`src/rtl/xkeypad.sv`:
```
`default_nettype none
// ------------------------------------------------------------------------
// xkeypad: 4x4 matrix keypad scanner and debouncer. It assembles a signed
//          3-digit decimal entry and commits it as 11-bit two's complement.
// Rev 1.0
// ------------------------------------------------------------------------
module xkeypad #(
  parameter int SCAN_BITS  = 16,
  parameter int DEB_FRAMES = 3
) (
  input  logic        clk,
  input  logic        rst,
  input  logic        sel,
  input  logic [3:0]  col,
  output logic [3:0]  row,
  output logic [11:0] data_out
);

  localparam int              CNT_W      = $clog2(DEB_FRAMES + 1);
  localparam logic [CNT_W-1:0] c_deb     = CNT_W'(DEB_FRAMES);
  localparam logic [4:0]      c_code_none  = 5'h10;
  localparam logic [4:0]      c_code_multi = 5'h11;
  localparam logic [3:0]      c_sym_a    = 4'd10;
  localparam logic [3:0]      c_sym_star = 4'd14;
  localparam logic [3:0]      c_sym_hash = 4'd15;

  typedef enum logic [0:0] {ST_EMPTY = 1'b0, ST_ENTRY = 1'b1} state_t;

  logic [3:0]           col_s1_q, col_s2_q;
  logic [SCAN_BITS-1:0] dwell_q;
  logic [1:0]           idx_q;
  logic [1:0]           fn_q;
  logic [3:0]           fkey_q;
  logic [4:0]           cand_q, stable_q;
  logic [CNT_W-1:0]     cnt_q;

  state_t      state_q, state_d;
  logic [9:0]  acc_q, acc_d;
  logic [1:0]  ndig_q, ndig_d;
  logic        neg_q, neg_d;
  logic [10:0] val_q, val_d;
  logic        vld_q, vld_d;

  logic             w_last, w_frame_end, w_press;
  logic [3:0]       w_low;
  logic [2:0]       w_nsamp, w_sum;
  logic [1:0]       w_base_n, w_sum_sat, w_cpos;
  logic [3:0]       w_key;
  logic [4:0]       w_code, w_stable_d;
  logic [CNT_W-1:0] w_cnt_d;
  logic [3:0]       w_sym;

  assign row      = ~(4'b0001 << idx_q);
  assign data_out = {vld_q, val_q};

  // Frame accumulator: fn counts keys seen this frame (saturating at 2 = multi).
  always_comb begin
    w_last      = &dwell_q;
    w_frame_end = w_last && (idx_q == 2'd3);
    w_low       = ~col_s2_q;
    w_nsamp     = 3'(w_low[0]) + 3'(w_low[1]) + 3'(w_low[2]) + 3'(w_low[3]);
    case (w_low)
      4'b0010: w_cpos = 2'd1;
      4'b0100: w_cpos = 2'd2;
      4'b1000: w_cpos = 2'd3;
      default: w_cpos = 2'd0;
    endcase
    w_base_n  = (idx_q == 2'd0) ? 2'd0 : fn_q;
    w_sum     = {1'b0, w_base_n} + w_nsamp;
    w_sum_sat = (w_sum >= 3'd2) ? 2'd2 : w_sum[1:0];
    w_key     = (w_nsamp == 3'd1) ? {idx_q, w_cpos} : fkey_q;
    if (w_sum_sat == 2'd0)      w_code = c_code_none;
    else if (w_sum_sat == 2'd1) w_code = {1'b0, w_key};
    else                        w_code = c_code_multi;
  end

  // A stable multi-key code blocks events until a clean all-released NONE.
  always_comb begin
    if (w_code == cand_q) w_cnt_d = (cnt_q == c_deb) ? cnt_q : cnt_q + CNT_W'(1);
    else                  w_cnt_d = CNT_W'(1);
    w_stable_d = (w_cnt_d == c_deb) ? w_code : stable_q;
    w_press    = w_frame_end && (stable_q == c_code_none) && !w_stable_d[4];
    case (w_stable_d[3:0])
      4'd0:    w_sym = 4'd1;
      4'd1:    w_sym = 4'd2;
      4'd2:    w_sym = 4'd3;
      4'd3:    w_sym = c_sym_a;
      4'd4:    w_sym = 4'd4;
      4'd5:    w_sym = 4'd5;
      4'd6:    w_sym = 4'd6;
      4'd7:    w_sym = 4'd11;
      4'd8:    w_sym = 4'd7;
      4'd9:    w_sym = 4'd8;
      4'd10:   w_sym = 4'd9;
      4'd11:   w_sym = 4'd12;
      4'd12:   w_sym = c_sym_star;
      4'd13:   w_sym = 4'd0;
      4'd14:   w_sym = c_sym_hash;
      default: w_sym = 4'd13;
    endcase
  end

  always_ff @(posedge clk) begin
    if (rst) begin
      col_s1_q <= 4'hF;
      col_s2_q <= 4'hF;
      dwell_q  <= '0;
      idx_q    <= 2'd0;
      fn_q     <= 2'd0;
      fkey_q   <= 4'd0;
      cand_q   <= c_code_none;
      cnt_q    <= '0;
      stable_q <= c_code_none;
    end else begin
      col_s1_q <= col;
      col_s2_q <= col_s1_q;
      dwell_q  <= dwell_q + SCAN_BITS'(1);
      if (w_last) begin
        idx_q  <= idx_q + 2'd1;
        fn_q   <= w_sum_sat;
        fkey_q <= w_key;
      end
      if (w_frame_end) begin
        cand_q   <= w_code;
        cnt_q    <= w_cnt_d;
        stable_q <= w_stable_d;
      end
    end
  end

  always_comb begin
    state_d = state_q;
    acc_d   = acc_q;
    ndig_d  = ndig_q;
    neg_d   = neg_q;
    val_d   = val_q;
    vld_d   = 1'b0;
    if (w_press && sel) begin
      if (w_sym <= 4'd9) begin
        if (ndig_q != 2'd3) begin
          state_d = ST_ENTRY;
          if (!(w_sym == 4'd0 && ndig_q == 2'd0)) begin
            acc_d  = acc_q * 10'd10 + {6'd0, w_sym};
            ndig_d = ndig_q + 2'd1;
          end
        end
      end else begin
        case (w_sym)
          c_sym_star: neg_d = ~neg_q;
          c_sym_a: begin
            state_d = ST_EMPTY;
            acc_d   = '0;
            ndig_d  = '0;
            neg_d   = 1'b0;
          end
          c_sym_hash: begin
            val_d   = neg_q ? (11'd0 - {1'b0, acc_q}) : {1'b0, acc_q};
            vld_d   = 1'b1;
            state_d = ST_EMPTY;
            acc_d   = '0;
            ndig_d  = '0;
            neg_d   = 1'b0;
          end
          default: ;
        endcase
      end
    end
  end

  always_ff @(posedge clk) begin
    if (rst) begin
      state_q <= ST_EMPTY;
      acc_q   <= '0;
      ndig_q  <= '0;
      neg_q   <= 1'b0;
      val_q   <= '0;
      vld_q   <= 1'b0;
    end else begin
      state_q <= state_d;
      acc_q   <= acc_d;
      ndig_q  <= ndig_d;
      neg_q   <= neg_d;
      val_q   <= val_d;
      vld_q   <= vld_d;
    end
  end

endmodule
`default_nettype wire

```
`config.mk`:
```
export PLATFORM = sky130hd
export DESIGN_NAME = xkeypad
export DESIGN_NICKNAME = d
export VERILOG_FILES = /design/src/rtl/xkeypad.sv
export SDC_FILE = /design/constraint.sdc
export NUM_CORES = 1
export LEC_CHECK = 0
export ABC_AREA = 1
export BUFFER_PORTS_ARGS = -buffer_cell sky130_fd_sc_hd__buf_2
export CELL_PAD_IN_SITES_DETAIL_PLACEMENT = 0
export CELL_PAD_IN_SITES_GLOBAL_PLACEMENT = 1
export CORE_ASPECT_RATIO = 1.5
export CORE_MARGIN = 3
export CORE_UTILIZATION = 45
export DETAILED_ROUTE_END_ITERATION = 10
export GPL_TIMING_DRIVEN = 0
export PLACE_DENSITY = 0.86
export SETUP_SLACK_MARGIN = 0.1
export SYNTH_ARGS = -nofsm -noshare
export SYNTH_HDL_FRONTEND = slang
export SYNTH_SLANG_ARGS = --single-unit
```
`constraint.sdc`:
```
create_clock -name clk -period 6.6 [get_ports clk]
set_input_delay 1.65 -clock clk [delete_from_list [all_inputs] [get_ports clk]]
set_output_delay 1.65 -clock clk [all_outputs]
set_load 0.01 [all_outputs]
```
### After elaboration in Yosys (flattened, before gate mapping)

Memories as Yosys holds them, arrays and structs flattened.
Cells that the tools add are included.

* add/sub/neg operators: 10
* $mul: 1
* magnitude comparators: 2
* eq/ne operators: 16
* shift-type cells: 1
* mux-type cells: 20
* bitwise gates (word level): 5
* reductions and logical operators: 18

Operators with widths (number)
* $mux W10: 4
* $add A16 B1 Y16 const B: 1
* $eq A4 B4 Y1 const B: 4
* $mux W2: 8
* $reduce_and A16 Y1: 1
* $mux W5: 3
* $mux W11: 1
* $sub A1 B10 Y11 const A: 1
* $add A10 B4 Y10: 1
* $mul A10 B3 Y9 const B: 1
* $not A4 Y4: 2
* $add A2 B1 Y2 const B: 3
* $eq A2 B2 Y1 const B: 3
* $logic_not A2 Y1: 3
* $pmux W2 S3: 1
* $reduce_and A3 Y1: 2
* $eq A5 B5 Y1: 1
* $eq A5 B5 Y1 const B: 1
* $logic_and A1 B1 Y1: 5
* $eq A4 B2 Y1 const B: 1
* $eq A4 B3 Y1 const B: 1
* $le A4 B4 Y1 const B: 1
* $logic_not A4 Y1: 1
* $mux W4: 1
* other kinds (18): 22

* register bits: 69
* memory bits (read-only): 64
* input port bits: 7
* output and inout port bits: 16
* logic and storage cells: 88
* memories: 1

Memory list
* (name not given): words 16, bits a word 4, rd ports 1, clocked after memory_dff 0, write ports 0, line 83 `case (w_stable_d[3:0])`

### Logic depth before layout (Yosys ltp)

Gate-level depths: netlist of the first run.
An unclocked memory read counts as a cell.

* word-level depth: 20
* mapped depth: 34
* depth with buffers taken out: 33

### Worst setup path after synthesis of the first run

Ideal clock, no wire load.

* path type: flip-flop to flip-flop
* start: reg col_s2_q[0]
* end: reg acc_q[9]
* library setup time: 71 ps
* arrival: 4867 ps
* data required time: 6529 ps
* slack: 1663 ps
* cell stages (with the launch flop): 33
* path buffers: 1
* period minus slack after synthesis: 4937 ps
* cell sequence: dfxtp_1 fa_1 inv_1 ha_1 ha_1 inv_1 fa_1 nand2_1 nor3_4 nand2_1 nand2_1 nand3_1 nor2_1 nand4_1 buf_4 nand2_1 inv_1 nor2_2 ha_1 inv_1 nand3_1 nand3_1 nand2_2 ha_1 inv_1 fa_1 inv_1 nand3_1 nand2_1 nand3_1 nand2_1 nand3_1 a21oi_1

* longest elaborated chain between the ends: 19
* elaborated cells between the ends (all ways): 39
* classes of those cells: 5 x add/sub; 2 x order compare; 11 x eq/ne; 10 x mux; 1 x bitwise; 9 x reduce/logical; 1 x memory

RTL lines
* start, declared: line 29 `logic [3:0] col_s1_q, col_s2_q;`
* start signal, assigned: line 116 `col_s2_q <= col_s1_q;`
* $not A4 Y4 *: line 60 `w_low = ~col_s2_q;`
* $add A1 B1 Y2: line 61 `w_nsamp = 3'(w_low[0]) + 3'(w_low[1]) + 3'(w_low[2]) + 3'(w_low[3]);`
* $add A2 B1 Y3: line 61
* $add A3 B1 Y3: line 61
* $add A2 B3 Y3: line 69 `w_sum = {1'b0, w_base_n} + w_nsamp;`
* $ge A3 B2 Y1: line 70 `w_sum_sat = (w_sum >= 3'd2) ? 2'd2 : w_sum[1:0];`
* $mux W2: line 70
* $eq A2 B1 Y1: line 73 `else if (w_sum_sat == 2'd1) w_code = {1'b0, w_key};`
* [... 3 more ...]
* $mux W2: line 79 `if (w_code == cand_q) w_cnt_d = (cnt_q == c_deb) ? cnt_q : cnt_q + CNT_W'(1);`
* $eq A2 B2 Y1: line 81 `w_stable_d = (w_cnt_d == c_deb) ? w_code : stable_q;`
* $mux W5 *: line 81
* $mem_v2 Z16 W4
* $add A10 B4 Y10 (tied with other cells): line 143 `acc_d = acc_q * 10'd10 + {6'd0, w_sym};`
* $mux W10 (tied with other cells): line 142 `if (!(w_sym == 4'd0 && ndig_q == 2'd0)) begin`
* $mux W10 (tied with other cells): line 140 `if (ndig_q != 2'd3) begin`
* $mux W10 / $reduce_and A4 Y1 (equally long branches)
* end signal, assigned: line 173 `acc_q <= '0;`
* end signal, assigned: line 180 `acc_q <= acc_d;`
* end, declared: line 38 `logic [9:0] acc_q, acc_d;`

Every way passes the cells marked *; elsewhere a longest branch is shown, timed or not. The select of a mux whose other input is x is not followed.
A chain may end at the register's enable or synchronous reset.

### Worst setup path in the final report of the first run

* start: reg col_s2_q[0]
* end: reg acc_q[7]

The elaborated chain is that of the path after synthesis.

==> key figures, run 1 <==
Status
  – Outcome: finished, final reports clean

STA
  – Final Cycle Share: 0.8656
  – # setup viols final: 0
  – Clock Skews: 0.007230 ns
  – Final Hold Fails: 0
  – Setup TNS: 0 ns
  – Slew of the pin with the lowest slew margin: 0.6664 ns
  – Worst hold margin: 0.4088 ns
  – Slew margin rel.: 0.5557
  – Peak Freq: 175.1 MHz
  – Pins Over Slew Limit: 0
  – Fin crit period: 5.713 ns
  – RSZ-0062 raised after global routing: no

Placed design
  – Routability congestion estimate: 0.8220
  – Dpl hpwl: 7.547 mm
  – Number of cells after detailed placement: 729
  – PortBufs: 22

Logic synthesis
  – #FFs+latches synth: 69
  – Cell Area, Synth: 4247 um2
  – Most common cell in the synthesized netlist: nand2_1
  – Async set-reset flop share out of synthesis: 0
  – Most instantiated cells after synthesis: 100 x nand2_1, 81 x inv_1, 69 x dfxtp_1
  – Avg Cell Area, Syn: 7.113 um2
  – Synth top area cells: dfxtp_1 33%, ha_1 9.7%, nand2_1 8.8%
  – Yosys top cell area share: 0.3253
  – Seq/Total Area, Yosys: 0.3253
  – Ys flop type: dfxtp_1
  – Library cells used by synthesis: 40
  – EDFF count, synth: 0
  – Post-Syn Instances: 597
  – Cell taking the most area after synthesis: dfxtp_1
  – Syn_nets: 641
  – Synth warn: 0

Finish
  – Core Util, Final: 0.5359
  – Nets: 674
  – Layout cell share with drive strength beyond 1: 0.1291
  – Antenna diode instance count: 0
  – Finished Layout Cells: 745
  – Layout area overhead: 13.41%

Clock tree
  – CTS H-Tree Depth: 3
  – Post_cts resized: 0
  – CTS Sinks: 69
  – CTS buffer count: 9
  – Post-CTS setup buffers: 0
  – Clk_lat worst skew: 0.34 ns
  – Hold buffer count at cts: 0
  – TritonCTS clock tree: built
  – Reg clk slew, reported paths: 0.06 ns
  – CTS Buffer Depth: 2
  – Root buffer cell: clkbuf_16

Setup path
  – Crit path max fanout: 10
  – CP endpoint kind: flop
  – Crit path largest cell delay: 0.56 ns
  – Crit start category: flop
  – RR Endpoint: acc_q[7]
  – Reg2reg start: col_s2_q[0]
  – Top cell by count, worst path: inv_1
  – Setup Crit Path Kind: flop to flop
  – FF-to-FF path depth: 31
  – CP max stage cell: fa_1
  – Worst reg-to-reg setup slack: 0.89 ns
  – Req. time, crit path: 6.79 ns
  – CP arrival: 5.90 ns

Worst hold path
  – Worst min path class: flop to flop
  – Hold depth: 1
  – Hold Startpoint: col_s1_q[0]
  – Hold worst-path end: col_s2_q[0]

Route
  – Drt initial violations: 177
  – Drt pass-1 iters: 4
  – Post-route antenna net violation count: 0
  – Total routed wirelength: 9.740 mm
  – WL/cell: 13.07 um
  – Drt drc: 0
  – Via count of the routed design: 3834
  – Via/cell ratio: 5.146

Floorplan
  – Initial Utilization: 0.4726
  – Chip width: 85.32 um
  – Row cnt: 42
  – Die area: 10660 um2
  – Ports: 23
  – Vert. Die Dim: 125.0 um
  – Core Box Area: 8986 um2

Job
  – Maximum Capacitance Violations: 0

GRT
  – Initial antenna violation count: 0
  – Tot GR Track Use: 0.1964
  – Vias in the first global route: 3685
  – Largest net degree at the start of global routing: 14
  – GRT overflow: 0
  – First-pass GRT wire length: 16.84 mm

Power and ir drop
  – Power per standard cell area: 204.9 nW/um2
  – Leakage: 2.273 nW
  – Maximum VDD drop: 0.0001625 V
-- logic make-up after synthesis --
family / synth area share
AND/OR/NAND/NOR: 0.2943
buffers and inverters: 0.09575
AO/OA/AOI/OAI: 0.1397
flip-flops: 0.3253
adder cells (fa/ha/maj): 0.1161
XOR/XNOR: 0.02888
-- layout by cell type (no fill, tap or decap), types with 6 or more instances in the layout --
cell type / Yosys / final
a21oi_1: 43 / 43
buf_2: 1 / 23
clkbuf_1: 10 / 10
clkbuf_16: 0 / 9
dfxtp_1: 69 / 69
ha_1: 33 / 33
inv_1: 81 / 81
inv_2: 6 / 6
nand2_1: 100 / 100
nand2_2: 10 / 10
nand3_1: 50 / 50
nand4_1: 14 / 14
nor2_1: 65 / 65
nor3_1: 6 / 6
o21a_1: 10 / 10
o21ai_0: 32 / 32
or2_2: 9 / 9
xnor2_1: 8 / 8
xor2_1: 6 / 6
-- flip-flops by register name, indices dropped and copies added (netlist names) --
signal    flops
acc_q        10
cand_q        5
cnt_q         2
col_s1_q      4
col_s2_q      4
dwell_q      16
fkey_q        4
fn_q          2
idx_q         2
ndig_q        2
neg_q         1
stable_q      5
val_q        11
vld_q         1
-- critical path, delay by kind of cell (launching register included) --
kind | cells | cell delay [ns]
AO/OA/AOI/OAI | 1 | 0.08
flip-flops | 1 | 0.34
AND/OR/NAND/NOR | 15 | 2.07
buffers and inverters | 8 | 0.63
adder cells (fa/ha/maj) | 7 | 2.44
-- worst max-delay path by stage --
stage / start / to / cells after the start
3_5_place_dp: col_s2_q[0] / acc_q[7] / 32
6_report: col_s2_q[0] / acc_q[7] / 31
5_1_grt: col_s2_q[0] / acc_q[5] / 33
3_3_place_gp: col_s2_q[0] / acc_q[7] / 31
4_1_cts: col_s2_q[0] / acc_q[7] / 31
2_1_floorplan: col_s2_q[0] / acc_q[9] / 32
-- final cells by class --
class	instances	area [um2]
clock inverter	7	96.34
multi-input combinational	425	2459
tap	110	137.6
fill	892	4170
timing repair buffer	22	110.1
sequential	69	1381
clock buffer	9	225.2
buffer	15	76.32
inverter	88	330.3
-- report_power, final --
part / switching (mW) / total [mW] / internal (mW)
clock network: 0.182 / 0.515 / 0.333
registers: 0.00214 / 0.423 / 0.420
logic: 0.0330 / 0.0488 / 0.0158
-- stage by stage --
stage | area (um2) | setup WS [ns] | power, mW
CTS | 4816 | 0.8132 | 0.9978
finish | 4816 | 0.8874 | 0.9867
floorplan | 4247 | 1.663 | 0.4659
detailed placement | 4494 | 0.8426 | 0.4805
global placement | 4494 | 0.8947 | 0.4797
global route | 4816 | 0.3651 | 1.025
-- routing by layer --
| metal | share of wire | vias to the layer above | wire, um | global-route usage |
|---|---|---|---|---|
| li1 | - | 2009 | - | - |
| met1 | 0.43 | 1764 | 4199 | 0.2298 |
| met2 | 0.52 | 42 | 5055 | 0.3397 |
| met3 | 0.023 | 19 | 225 | 0.04937 |
| met4 | 0.027 | 0 | 260 | 0.07549 |
| met5 | 0 | - | 0 | 0 |
No activity file was read; power rests on OpenSTA's default activity.
==> run 2: changes to the inputs <==
Settings changed: CELL_PAD_IN_SITES_DETAIL_PLACEMENT 0 to not set, CELL_PAD_IN_SITES_GLOBAL_PLACEMENT 1 to not set, CORE_UTILIZATION 45 to 55, PLACE_DENSITY 0.86 to 0.79.
==> run 2 against run 1 <==
Clock skew barely moved. Routed wire length fell by 0.93%. Hold slack barely moved. Flip-flop and latch count did not move. Die area fell by 17%. Sequential share of layout area rose by 0.88 points. Critical path depth rose by 2. First-iteration DRC count fell by 3.4%. Maximum frequency rose by 0.24%.
==> key figures, run 2 (synthesized netlist as in run 1, its figures left out) <==
Finish
  – Layout area overhead: 10.05%
  – Register Area: 1381 um2
  – Filler instances: 697
  – Antenna diode instance count: 0
  – Area occupied by multi-input gates: 2459 um2
  – Most frequent cells in the layout: 100 x nand2_1, 81 x inv_1, 69 x dfxtp_1
  – Regs by FF count: dwell_q: 16 flops, val_q: 11 flops, acc_q: 10 flops
  – Core Util, Final: 0.6341
  – Number of flip-flops in the largest register: 16
  – Post-route cell area: 4673 um2
  – Most common cell after layout, fill and taps aside: nand2_1
  – Top reg by flops: dwell_q
  – Nets: 674
  – Layout cell share with drive strength beyond 1: 0.1246

STA
  – Peak Freq: 175.5 MHz
  – # setup viols final: 0
  – Fin crit period: 5.699 ns
  – RSZ-0062 raised after global routing: no
  – Slew of the pin with the lowest slew margin: 0.5921 ns
  – Setup TNS: 0 ns
  – Pins Over Slew Limit: 0
  – Clock Skews: 0.007513 ns
  – Slew margin rel.: 0.6053
  – Final Hold Fails: 0
  – Final Cycle Share: 0.8634

Clock tree
  – CTS H-Tree Depth: 3
  – TritonCTS clock tree: built
  – Hold buffer count at cts: 0
  – Post-CTS setup buffers: 0
  – CTS Sinks: 69
  – CTS Buffer Depth: 2
  – Clk_lat worst skew: 0.36 ns
  – Root buffer cell: clkbuf_8
  – Reg clk slew, reported paths: 0.07 ns
  – CTS buffer count: 9
  – Post_cts resized: 0

GRT
  – Tot GR Track Use: 0.2289
  – GRT busiest layer: met2
  – GRT overflow: 0
  – Met2 global-route usage: 0.4394
  – Largest net degree at the start of global routing: 12
  – First-pass GRT wire length: 16.14 mm
  – Vias in the first global route: 3771
  – Initial antenna violation count: 0
  – Met1 Use GR: 0.2302
  – Met3 usage: 0.04581

Route
  – Total routed wirelength: 9.649 mm
  – Via/cell ratio: 5.282
  – WL/cell: 13.15 um
  – Drt drc: 0
  – Drt initial violations: 171
  – Post-route antenna net violation count: 0
  – Via count of the routed design: 3877
  – Drt pass-1 iters: 4

Power and ir drop
  – Maximum VDD drop: 0.0001304 V
  – Power Total: 812.4 uW
  – Leakage: 2.205 nW
  – Power per standard cell area: 173.8 nW/um2

Floorplan
  – Die area: 8833 um2
  – Initial Utilization: 0.5762
  – Ports: 23
  – Row cnt: 38
  – Core Box Area: 7370 um2
  – Vert. Die Dim: 113.6 um
  – Chip width: 77.75 um

Placed design
  – DP Area: 4482 um2
  – Dpl hpwl: 7.455 mm
  – PortBufs: 22
  – Routability congestion estimate: 0.8853

Worst hold path
  – Worst min path class: flop to flop
  – Hold depth: 1

Setup path
  – Req. time, crit path: 6.89 ns
  – Crit start category: flop
  – FF-to-FF path depth: 33
  – CP arrival: 5.99 ns
  – Setup Crit Path Kind: flop to flop
  – Crit path largest cell delay: 0.55 ns
  – Crit path max fanout: 10
  – Worst reg-to-reg setup slack: 0.90 ns
  – CP endpoint kind: flop
  – CP max stage cell: fa_1

Status
  – Outcome: finished, final reports clean

Job
  – Maximum Capacitance Violations: 0
run 2: cell types whose count changed in the layout (fill, tap and decap cells not counted):
cell / change
clkbuf_8: +10
clkbuf_16: -9
inv_6: -3
clkbuf_1: +2
clkinv_2: -2
bufinv_16: -1
clkinv_4: +1
clkinvlp_4: +1
run 2: layout make-up:
type / count / area share
Buffer: 15 / 0.01633
Clock buffer: 12 / 0.03106
Clock inverter: 3 / 0.009906
Inverter: 88 / 0.07068
Multi-Input combinational cell: 425 / 0.5261
Sequential cell: 69 / 0.2956
Tap cell: 100 / 0.02677
Timing Repair Buffer: 22 / 0.02356
run 2: final timing paths:
check / from / endpoint
min: col_s1_q[1] / col_s2_q[1]
max reg2reg: col_s2_q[0] / acc_q[9]
max: col_s2_q[0] / acc_q[9]
min reg2reg: col_s1_q[1] / col_s2_q[1]
run 2: stage by stage:
stage | instances | setup WS (ns) | hold slack (ns)
2_1_floorplan | 597 | 1.663 | 0.3895
3_3_place_gp | 719 | 1.067 | 0.3911
3_5_place_dp | 719 | 0.9467 | 0.3928
4_1_cts | 734 | 0.8930 | 0.4099
5_1_grt | 734 | 0.3847 | 0.4186
6_report | 734 | 0.9013 | 0.4086
run 2: power by group:
group | internal, mW | total (mW) | switching [mW] | leakage [nW]
combinational | 0.0159 | 0.0482 | 0.0323 | 1.55
sequential | 0.420 | 0.422 | 0.00217 | 0.558
clock | 0.184 | 0.342 | 0.158 | 0.0927
total | 0.619 | 0.812 | 0.193 | 2.21
run 2: critical path, delay by kind of cell (launching register included):
family | cells | cell delay, ns
compound gates | 1 | 0.13
fa+ha+maj | 7 | 2.33
buf+inv | 8 | 0.66
flops | 1 | 0.35
simple gates | 17 | 2.18
run 2: metal layers:
| layer | vias to the layer above | part of all wire |
|---|---|---|
| met3 | 18 | 0.031 |
| met1 | 1789 | 0.39 |
| met4 | 0 | 0.025 |
| met2 | 63 | 0.55 |
| met5 | - | 0 |
| li1 | 2007 | - |
==> run 3: changes to the inputs <==
Settings changed: PLACE_DENSITY 0.79 to not set, PLACE_DENSITY_LB_ADDON set to 0.08.
==> run 3 against run 2 <==
Clock power increased by 25%. Hold slack improved by 0.0098 ns. Sequential share of layout area decreased by 0.34 points. Critical path depth decreased by 1. Global-route usage increased by 1.2 points. Register-to-register slack improved by 0.06 ns. Final cell count unchanged. Critical path type unchanged. Largest power group is now the clock network.
==> key figures, run 3 (synthesized netlist as in run 1, its figures left out) <==
Status
  – Outcome: finished, final reports clean

STA
  – Slew margin rel.: 0.5897
  – Final Cycle Share: 0.8544
  – # setup viols final: 0
  – RSZ-0062 raised after global routing: no
  – Peak Freq: 177.3 MHz
  – Setup TNS: 0 ns
  – Fin worst setup slack: 0.9609 ns
  – Worst hold margin: 0.4184 ns
  – Slew of the pin with the lowest slew margin: 0.6155 ns
  – Clock Skews: 0.01034 ns
  – Fin crit period: 5.639 ns
  – Final Hold Fails: 0
  – Pins Over Slew Limit: 0

Placed design
  – Dpl hpwl: 7.410 mm
  – Placement Setup Slack: 0.9992 ns
  – Routability congestion estimate: 0.8646
  – PortBufs: 22
  – DP Area: 4482 um2

Setup path
  – Req. time, crit path: 6.89 ns
  – FF-to-FF path depth: 32
  – Crit path largest cell delay: 0.56 ns
  – CP max stage cell: fa_1
  – CP arrival: 5.93 ns
  – CP endpoint kind: flop
  – Worst reg-to-reg setup slack: 0.96 ns
  – Crit start category: flop
  – RR Endpoint: acc_q[9]
  – Crit path max fanout: 10
  – Reg2reg start: col_s2_q[0]
  – Setup Crit Path Kind: flop to flop

Finish
  – Most frequent cells in the layout: 100 x nand2_1, 81 x inv_1, 69 x dfxtp_1
  – Area occupied by multi-input gates: 2459 um2
  – Antenna diode instance count: 0
  – Register Area: 1381 um2
  – Layout cell share with drive strength beyond 1: 0.1278
  – Post-route cell area: 4727 um2
  – Filler instances: 673
  – Regs by FF count: dwell_q: 16 flops, val_q: 11 flops, acc_q: 10 flops
  – Layout area overhead: 11.31%
  – Nets: 674
  – Number of flip-flops in the largest register: 16
  – Top reg by flops: dwell_q
  – Most common cell after layout, fill and taps aside: nand2_1

GRT
  – Initial antenna violation count: 0
  – GRT overflow: 0
  – Largest net degree at the start of global routing: 13
  – Vias in the first global route: 3727
  – First-pass GRT wire length: 16.95 mm
  – Tot GR Track Use: 0.2412

Power and ir drop
  – Power per standard cell area: 190.0 nW/um2
  – Maximum VDD drop: 0.0001091 V
  – Power Total: 898.4 uW
  – Leakage: 2.236 nW

Floorplan
  – Chip width: 77.75 um
  – Die area: 8833 um2
  – Ports: 23
  – Initial Utilization: 0.5762
  – Vert. Die Dim: 113.6 um
  – Core Box Area: 7370 um2
  – Row cnt: 38

Route
  – Drt initial violations: 178
  – Post-route antenna net violation count: 0
  – Via count of the routed design: 3861
  – WL/cell: 13.06 um
  – Drt drc: 0
  – Drt pass-1 iters: 7
  – Via/cell ratio: 5.260
  – Total routed wirelength: 9.589 mm

Clock tree
  – CTS Sinks: 69
  – Root buffer cell: clkbuf_8
  – Post-CTS setup buffers: 0
  – Clk_lat worst skew: 0.36 ns
  – Post_cts resized: 0
  – TritonCTS clock tree: built
  – CTS buffer count: 9
  – CTS Buffer Depth: 2
  – CTS H-Tree Depth: 3
  – Reg clk slew, reported paths: 0.08 ns
  – Hold buffer count at cts: 0

Worst hold path
  – Hold depth: 1
  – Hold Startpoint: col_s1_q[1]
  – Hold worst-path end: col_s2_q[1]
  – Worst min path class: flop to flop

Job
  – Maximum Capacitance Violations: 0
run 3: changes by cell type in the layout (fill, tap and decap cells not counted), sizes merged:
cell	delta
bufinv	+2
clkbuf	-2
clkinvlp	-1
inv	+1
run 3: power by group:
part / total, mW / internal (mW) / switching [mW]
Sequential: 0.422 / 0.420 / 0.00241
Clock: 0.428 / 0.261 / 0.167
Combinational: 0.0479 / 0.0158 / 0.0320
Total: 0.898 / 0.697 / 0.202
run 3: per-layer routing:
metal	share of wire	vias to the layer above	track usage
met5	0	-	0
met2	0.53	61	0.4422
met3	0.030	17	0.04107
met1	0.42	1769	0.2706
met4	0.022	0	0.1033
li1	-	2014	-
run 3: critical path: cells and delay by family (launching register included):
family | cells | cell delay [ns]
adders and majority gates | 7 | 2.39
AOI/OAI and AO/OA | 1 | 0.12
and+or+nand+nor | 17 | 2.11
buffers and inverters | 7 | 0.57
DFF | 1 | 0.36
run 3: cell type report:
type / instances / area share
Tap cell: 100 / 0.02647
Sequential cell: 69 / 0.2922
Buffer: 15 / 0.01615
Multi-Input combinational cell: 425 / 0.5201
Clock buffer: 10 / 0.02912
Inverter: 88 / 0.06988
Clock inverter: 5 / 0.02276
Timing Repair Buffer: 22 / 0.02329
run 3: worst max-delay path by stage:
stage	startpoint	slack (ns)	to	cells after the start
2_1_floorplan	col_s2_q[0]	1.66	acc_q[9]	32
3_3_place_gp	col_s2_q[0]	1.06	acc_q[7]	31
6_report	col_s2_q[0]	0.96	acc_q[9]	32
5_1_grt	col_s2_q[0]	0.37	acc_q[9]	33
3_5_place_dp	col_s2_q[0]	1.0	acc_q[9]	32
4_1_cts	col_s2_q[0]	0.96	acc_q[9]	32
run 3: stage by stage:
step / util / std cells
floorplan: - / 597
global placement: 0.6081 / 719
detailed placement: 0.6081 / 719
CTS: 0.6414 / 734
global route: 0.6414 / 734
finish: 0.6414 / 734
